File: src/rtl/student_dmux8_dispatcher_pkg.sv
// rtl/student_dmux8_dispatcher_pkg.sv - shared constants, state encoding and helpers for the dispatcher
//
// Contents:
//   N_OUT    - number of consumers (8)
//   SEL_W    - destination index width (3)
//   state_t  - ST_IDLE (empty) / ST_HOLD (one word held)
//   wrap_inc - modulo-8 increment used for the round-robin pointer
package student_dmux8_dispatcher_pkg;

  localparam int N_OUT = 8;
  localparam int SEL_W = 3;

  typedef enum logic {
    ST_IDLE = 1'b0,
    ST_HOLD = 1'b1
  } state_t;

  // Natural 3-bit overflow gives the 7 -> 0 wrap.
  function automatic logic [SEL_W-1:0] wrap_inc(input logic [SEL_W-1:0] v);
    return v + 1'b1;
  endfunction

endpackage

File: src/rtl/student_dispatch_rr_ptr.sv
// rtl/student_dispatch_rr_ptr.sv - 3-bit wrapping round-robin pointer
//
// Ports:
//   clk      - rising-edge clock
//   rst      - asynchronous active-high reset, pointer -> 0
//   advance  - step pointer by one (7 wraps to 0)
//   load     - load load_val (has priority over advance)
//   load_val - value for load
//   ptr      - current pointer
module student_dispatch_rr_ptr
  import student_dmux8_dispatcher_pkg::*;
(
  input  logic             clk,
  input  logic             rst,
  input  logic             advance,
  input  logic             load,
  input  logic [SEL_W-1:0] load_val,
  output logic [SEL_W-1:0] ptr
);

  always_ff @(posedge clk or posedge rst) begin
    if (rst) begin
      ptr <= '0;
    end else if (load) begin
      ptr <= load_val;
    end else if (advance) begin
      ptr <= wrap_inc(ptr);
    end
  end

endmodule

File: src/rtl/student_dmux8way.sv
// rtl/student_dmux8way.sv - 1-to-8 demultiplexer of a single bit
//
// Ports:
//   in  - bit to steer
//   sel - output index
//   out - out[sel] = in, all other bits 0
module student_dmux8way (
  input  logic       in,
  input  logic [2:0] sel,
  output logic [7:0] out
);

  always_comb begin
    out      = '0;
    out[sel] = in;
  end

endmodule

File: src/rtl/student_dmux8_dispatcher.sv
// rtl/student_dmux8_dispatcher.sv - one-word 8-way dispatcher, direct or round-robin destination
//
// Optional feature macro: STUDENT_DISPATCH_CNT_EN (adds dispatch_count handshake counter)
//
// Ports:
//   clk, reset     - clock, asynchronous active-high reset
//   rr_mode        - 1: round-robin destination, 0: use in_dest
//   in_valid/in_ready/in_data/in_dest - producer handshake, word and destination
//   out_data       - held word, shared by all consumers
//   out_valid      - one-hot valid, bit = destination consumer
//   out_ready      - per-consumer ready (only the targeted bit matters)
//   busy           - a word is held
//   dispatch_count - completed output handshakes, wraps (macro only)
module student_dmux8_dispatcher
  import student_dmux8_dispatcher_pkg::*;
#(
  parameter int WIDTH = 8
) (
  input  logic             clk,
  input  logic             reset,
  input  logic             rr_mode,
  input  logic             in_valid,
  output logic             in_ready,
  input  logic [WIDTH-1:0] in_data,
  input  logic [SEL_W-1:0] in_dest,
  output logic [WIDTH-1:0] out_data,
  output logic [N_OUT-1:0] out_valid,
  input  logic [N_OUT-1:0] out_ready,
  output logic             busy
`ifdef STUDENT_DISPATCH_CNT_EN
  ,
  output logic [15:0]      dispatch_count
`endif
);

  state_t           state_q, state_d;
  logic [SEL_W-1:0] target_q;
  logic             rr_cap_q;   // held word was captured in round-robin mode
  logic [SEL_W-1:0] rr_ptr;
  logic [SEL_W-1:0] rr_eff;
  logic [SEL_W-1:0] new_target;
  logic             hs;
  logic             accept;

  assign hs     = (state_q == ST_HOLD) && out_ready[target_q];
  assign accept = in_valid && in_ready;

  // A round-robin word leaving this cycle advances the pointer at the same
  // edge, so a word accepted alongside it must already see the advanced value.
  assign rr_eff     = (hs && rr_cap_q) ? wrap_inc(target_q) : rr_ptr;
  assign new_target = rr_mode ? rr_eff : in_dest;

  // State register
  always_ff @(posedge clk or posedge reset) begin
    if (reset) begin
      state_q <= ST_IDLE;
    end else begin
      state_q <= state_d;
    end
  end

  // Next-state logic
  always_comb begin
    state_d = state_q;
    if (accept) begin
      state_d = ST_HOLD;
    end else if (hs) begin
      state_d = ST_IDLE;
    end
  end

  // Output logic
  always_comb begin
    in_ready = 1'b0;
    busy     = 1'b0;
    case (state_q)
      ST_IDLE: in_ready = 1'b1;
      ST_HOLD: begin
        busy     = 1'b1;
        in_ready = out_ready[target_q];
      end
      default: ;
    endcase
  end

  // Held word and its destination
  always_ff @(posedge clk or posedge reset) begin
    if (reset) begin
      out_data <= '0;
      target_q <= '0;
      rr_cap_q <= 1'b0;
    end else if (accept) begin
      out_data <= in_data;
      target_q <= new_target;
      rr_cap_q <= rr_mode;
    end
  end

  student_dispatch_rr_ptr u_rr_ptr (
    .clk      (clk),
    .rst      (reset),
    .advance  (hs && rr_cap_q),
    .load     (1'b0),
    .load_val ('0),
    .ptr      (rr_ptr)
  );

  student_dmux8way u_fanout (
    .in  (busy),
    .sel (target_q),
    .out (out_valid)
  );

`ifdef STUDENT_DISPATCH_CNT_EN
  always_ff @(posedge clk or posedge reset) begin
    if (reset) begin
      dispatch_count <= '0;
    end else if (hs) begin
      dispatch_count <= dispatch_count + 16'd1;
    end
  end
`endif

endmodule

File: config.mk
export PLATFORM = sky130hd
export DESIGN_NAME = student_dmux8_dispatcher
export DESIGN_NICKNAME = d
export VERILOG_FILES = /design/src/rtl/student_dmux8_dispatcher_pkg.sv /design/src/rtl/student_dispatch_rr_ptr.sv /design/src/rtl/student_dmux8way.sv /design/src/rtl/student_dmux8_dispatcher.sv
export SDC_FILE = /design/constraint.sdc
export NUM_CORES = 1
export LEC_CHECK = 0
export CAP_MARGIN = 10
export CORE_MARGIN = 4
export CORE_UTILIZATION = 42
export CTS_CLUSTER_DIAMETER = 50
export DETAILED_ROUTE_END_ITERATION = 8
export GPL_TIMING_DRIVEN = 0
export PLACE_DENSITY = 0.79
export SLEW_MARGIN = 10
export SYNTH_ARGS = -nofsm -noshare
export SYNTH_HDL_FRONTEND = slang
export SYNTH_SLANG_ARGS = --single-unit
export TNS_END_PERCENT = 100
File: constraint.sdc
create_clock -name clk -period 2.3 [get_ports clk]
set_input_delay 0.46 -clock clk [delete_from_list [all_inputs] [get_ports clk]]
set_output_delay 0.46 -clock clk [all_outputs]
set_load 0.1 [all_outputs]
Word-level counts from Yosys, hierarchy flattened --
Index checks and enable logic that the tools add are counted.
Word-level totals: flip-flop bits (word level) 16, bits in latches 0, bits in writable memories 0, ROM bits 0, input port bits 23, memories 0
Operators by class: $add $sub $neg 2, $mul 0, divide/modulo/power cells 0, $lt $le $gt $ge 2, eq/ne operators 0, shift-type cells 0, muxes and demuxes 10, bitwise logic cells 2, reductions and logical operators 5
Operators with widths (number):
- bitwise AND 8 bit | 1
- adder 3 x 1 -> 3 bit, second input constant | 2
- 2-to-1 mux 3 bit | 2
- 2-to-1 mux 1 bit | 5
- logical AND 1 bit | 4
- < comparator 3 x 4 -> 1 bit, second input constant | 1
- binary-select mux 1 bit (select 3 bit) | 1
- demux 1 bit (select 3 bit) | 1
- greater-or-equal comparator 3 x 1 -> 1 bit, second input constant | 1
- case mux 1 bit (2 select lines) | 1
- nonzero test 2 bit | 1
- inverter 1 bit | 1

Longest topological paths before layout --
Gate-level depths: netlist (run 1).
depth after elaboration 6, mapped depth 8, gate-level depth less buffers 6

By module --
A second synthesis (run 1) with hierarchy kept.
Second synthesis, totals: cell total of the unflattened synthesis 91, area total of the unflattened synthesis 1021.0 µm²
By module, submodules not included:
- student_dmux8_dispatcher | instances 1, cells an instance 68, area an instance 768.2 µm², sequential area each 325.3 µm²
- student_dispatch_rr_ptr | instances 1, cells an instance 15, area an instance 157.7 µm², sequential area each 75.1 µm²
- student_dmux8way | instances 1, cells an instance 8, area an instance 95.1 µm², sequential area each 0.0 µm²

Least setup slack after synthesis (run 1) --
OpenSTA, ideal clock, no wires.
path type flip-flop to output port, start reg state_q, end out out_valid[0], arrival time 3.279 ns, path slack -1.439 ns, stages on the path, launching flop included 3, path buffers 0, path through dfrtp_1 > nand2_1 > nor3_1
Between the ends: longest elaborated chain between the ends 2
Ends and longest elaborated chain:
- from (decl) | line student_dmux8_dispatcher.sv:36 | state_t state_q, state_d;
- from (signal assigned) | line student_dmux8_dispatcher.sv:58 | state_q <= state_d;
- 2-to-1 mux 1 bit | line student_dmux8_dispatcher.sv:76 | case (state_q)
- bitwise AND 8 bit (no source line)
- to (decl) | line student_dmux8_dispatcher.sv:27 | output logic [N_OUT-1:0] out_valid,
No other way between the ends.

Worst setup path in the final report (run 1) --
start reg out_data[5], end out out_data[5]
RTL lines:
- from (decl) | line student_dmux8_dispatcher.sv:26 | output logic [WIDTH-1:0] out_data,
- from (signal assigned) | line student_dmux8_dispatcher.sv:93 | out_data <= in_data;
No word-level cell between the ends.

==> flow_metrics.tcl, run 1 <==
set metrics [dict create \
    status "complete, no violations" \
    syn_inst 87 \
    drc 0 \
    design.final.nets 160 \
    vias_per_cell 5.105 \
    initial_core_util 0.4383 \
    htree_levels 1 \
    drt_first_pass_iters 4 \
    holdCritPathClass "reg2reg" \
    yosysWarnings 0 \
    cts_sinks 16 \
    slowest_delay_ns 1.14 \
    fin_cells 162 \
    seq_area_frac_synth 0.4129 \
    criticalPathCategory "reg2out" \
    rsz0062_at_grt "false" \
    fp-row-count 17 \
    drv_cap 0 \
    grt-busiest-layer "met2" \
    crit_buf_inv 1 \
    ys_seq_elements 16 \
    finalHoldViolCount 0 \
    worstPathCellList "clkdlybuf4s50_1" \
    reg2reg_from "target_q[1]" \
    clk_pin_slew_ns 0.09 \
    met3_usage 0.05336 \
    slew_viol_final 0 \
    final_common_cell "clkdlybuf4s50_1" \
    die-area_um2 3142 \
    antenna_found_initial 0 \
    core-area_um2 2212 \
    crit_fanout 2 \
    synthesis.area_um2 969.7 \
    final_util 0.6957 \
    place_ws_ns -0.8668 \
    grtUsageTotal 0.1494 \
    slew_headroom 0.3479 \
    die_y_um 56.05 \
    fin_ws_ns 0.04484 \
    gp_congestion 0.7299 \
    vias 827 \
    syn_area_per_cell_um2 11.15 \
    final_cell_mix "clkdlybuf4s50_1, dfrtp_1, nand2_1, mux2_4, clkbuf_4" \
    grt_first_pass_wirelength_um 3732 \
    start_kind "flop" \
    worstPathArrival_ns 1.80 \
    drive_gt1_frac 0.3358 \
    required_ns 1.84 \
    syn_nets 112 \
    worst-slew-pin-transition_ns 0.9751 \
    r2r-end "out_data[4]" \
    wl_per_cell_um 13.35 \
    numCtsBuffers 3 \
    met2_usage 0.2604 \
    min_period_ns 2.255 \
    use_met1 0.1626 \
    tns_ns 0 \
    fmax_mhz 443.4 \
    fill_cells 179 \
    port_buffers 40 \
    drt_iter0_markers 4 \
    clock_latency_ns 0.29 \
    min_path_cells 1 \
    grt_pass1_vias 864 \
    cpLargestDelayFamily "buffers and inverters" \
    synth_top_area_frac 0.4129 \
    placed_cells 155 \
    synth.distinct_cells 31 \
    finalSetupViolCount 0 \
    end_kind "primary output" \
    cp-startpoint "out_data[5]" \
    yosysTopAreaCell "dfrtp_1" \
    cts-root-buf "clkbuf_4" \
    cts_tree "done" \
    insertedDiodeCount 0 \
    routed_wirelength_um 2163 \
    r2r_setup_slack_ns 0.37 \
    ant_nets 0 \
    synth.area.top_cells "dfrtp_1, mux2_4, nor2_1, nand2_1, mux2_2" \
    cts_buffer_depth 2 \
    r2r_cells 8 \
    grt_overflow 0 \
    crit_path_top_delay_cell "clkdlybuf4s50_1" \
    detailed_place_hpwl_um 1748 \
    syn_to_final_growth_pct 58.71 \
    period_share 0.9805 \
    grt_max_degree 17 \
    crit_end "out_data[5]" \
    fin_worst_skew_ns 0.002737 \
    die_x_um 56.05 \
    pin_count 41 \
    path_depth 1 \
]
## state kept, by name, indices dropped and copies added, names as in the netlist
register / flops
state_q: 1
out_data: 8
u_rr_ptr.ptr: 3
rr_cap_q: 1
target_q: 3
## cell families after synthesis
logic type	synth area share
flip-flops	0.4129
AO/OA/AOI/OAI	0.1393
AND/OR/NAND/NOR	0.1510
multiplexers	0.1897
XOR/XNOR	0.02710
buffers and inverters	0.05418
adder cells (fa/ha/maj)	0.02580
## what timing repair did
action	CTS	global route
pin swaps	2	1
hold buffers	0	0
setup endpoints to repair	10	8
setup buffers	0	3
resized for setup	44	7
## worst min path at each step
stage / start / slack [ns] / end
finish: u_rr_ptr.ptr[2] / 0.48 / u_rr_ptr.ptr[2]
floorplan: reset / 0.37 / out_data[0]
global route: u_rr_ptr.ptr[2] / 0.52 / u_rr_ptr.ptr[2]
detailed placement: u_rr_ptr.ptr[2] / 0.46 / u_rr_ptr.ptr[2]
global placement: u_rr_ptr.ptr[2] / 0.46 / u_rr_ptr.ptr[2]
CTS: u_rr_ptr.ptr[2] / 0.48 / u_rr_ptr.ptr[2]
## layout make-up
type / count / area (um^2) / share of cell area
repair buffers: 43 / 431.7 / 0.2805
plain buffers: 3 / 37.54 / 0.02439
clock buffers: 4 / 36.28 / 0.02358
multi-input cells: 63 / 573.1 / 0.3724
well taps: 28 / 35.03 / 0.02276
inverters: 5 / 21.27 / 0.01382
flip-flops and latches: 16 / 404.1 / 0.2626
## per-layer routing
layer  part of all wire  wire length (um)
met3              0.093               202
met1               0.41               891
met5                  0                 0
met2               0.48              1039
met4              0.013                29
## synth_stat cells
master    count
inv_4         1
o21ai_0       2
a2111o_1      1
a21oi_1       1
buf_8         1
nand3_1       2
or2b_1        1
buf_2         1
mux2i_1       3
ha_1          2
dfrtp_1      16
o31ai_1       3
mux2_4        8
mux2_2        3
buf_6         1
nand4_1       1
o311a_1       1
nor3_1        3
nand2_1       9
a22o_4        1
o41a_1        1
nand2b_1      2
xnor2_1       1
nand2_4       1
o21a_4        1
nor2_1       10
xor2_1        2
inv_1         4
nor2b_1       2
o31ai_2       1
o22ai_4       1
## per-stage QoR
step           hold WS (ns)  instance area, um^2
6_report             0.4787                 1539
3_3_place_gp         0.4625                 1461
2_1_floorplan        0.3738                 1026
5_1_grt              0.5175                 1539
4_1_cts              0.4790                 1498
3_5_place_dp         0.4617                 1461
Power of run 1 is not shown: default switching activity piles up to over one toggle a cycle in this logic, so the estimate is an artifact.
==> run 2: changes to the inputs <==
--- a/config.mk
+++ b/config.mk
@@ -9,6 +9,7 @@
 export CORE_MARGIN = 4
 export CORE_UTILIZATION = 42
 export CTS_CLUSTER_DIAMETER = 50
+export CTS_CLUSTER_SIZE = 14
 export DETAILED_ROUTE_END_ITERATION = 8
 export GPL_TIMING_DRIVEN = 0
 export PLACE_DENSITY = 0.79
==> results of run 2 <==
Same layout as run 1: the final DEF is identical, and so are final timing and power.
Power of run 2 is left out for the same reason.
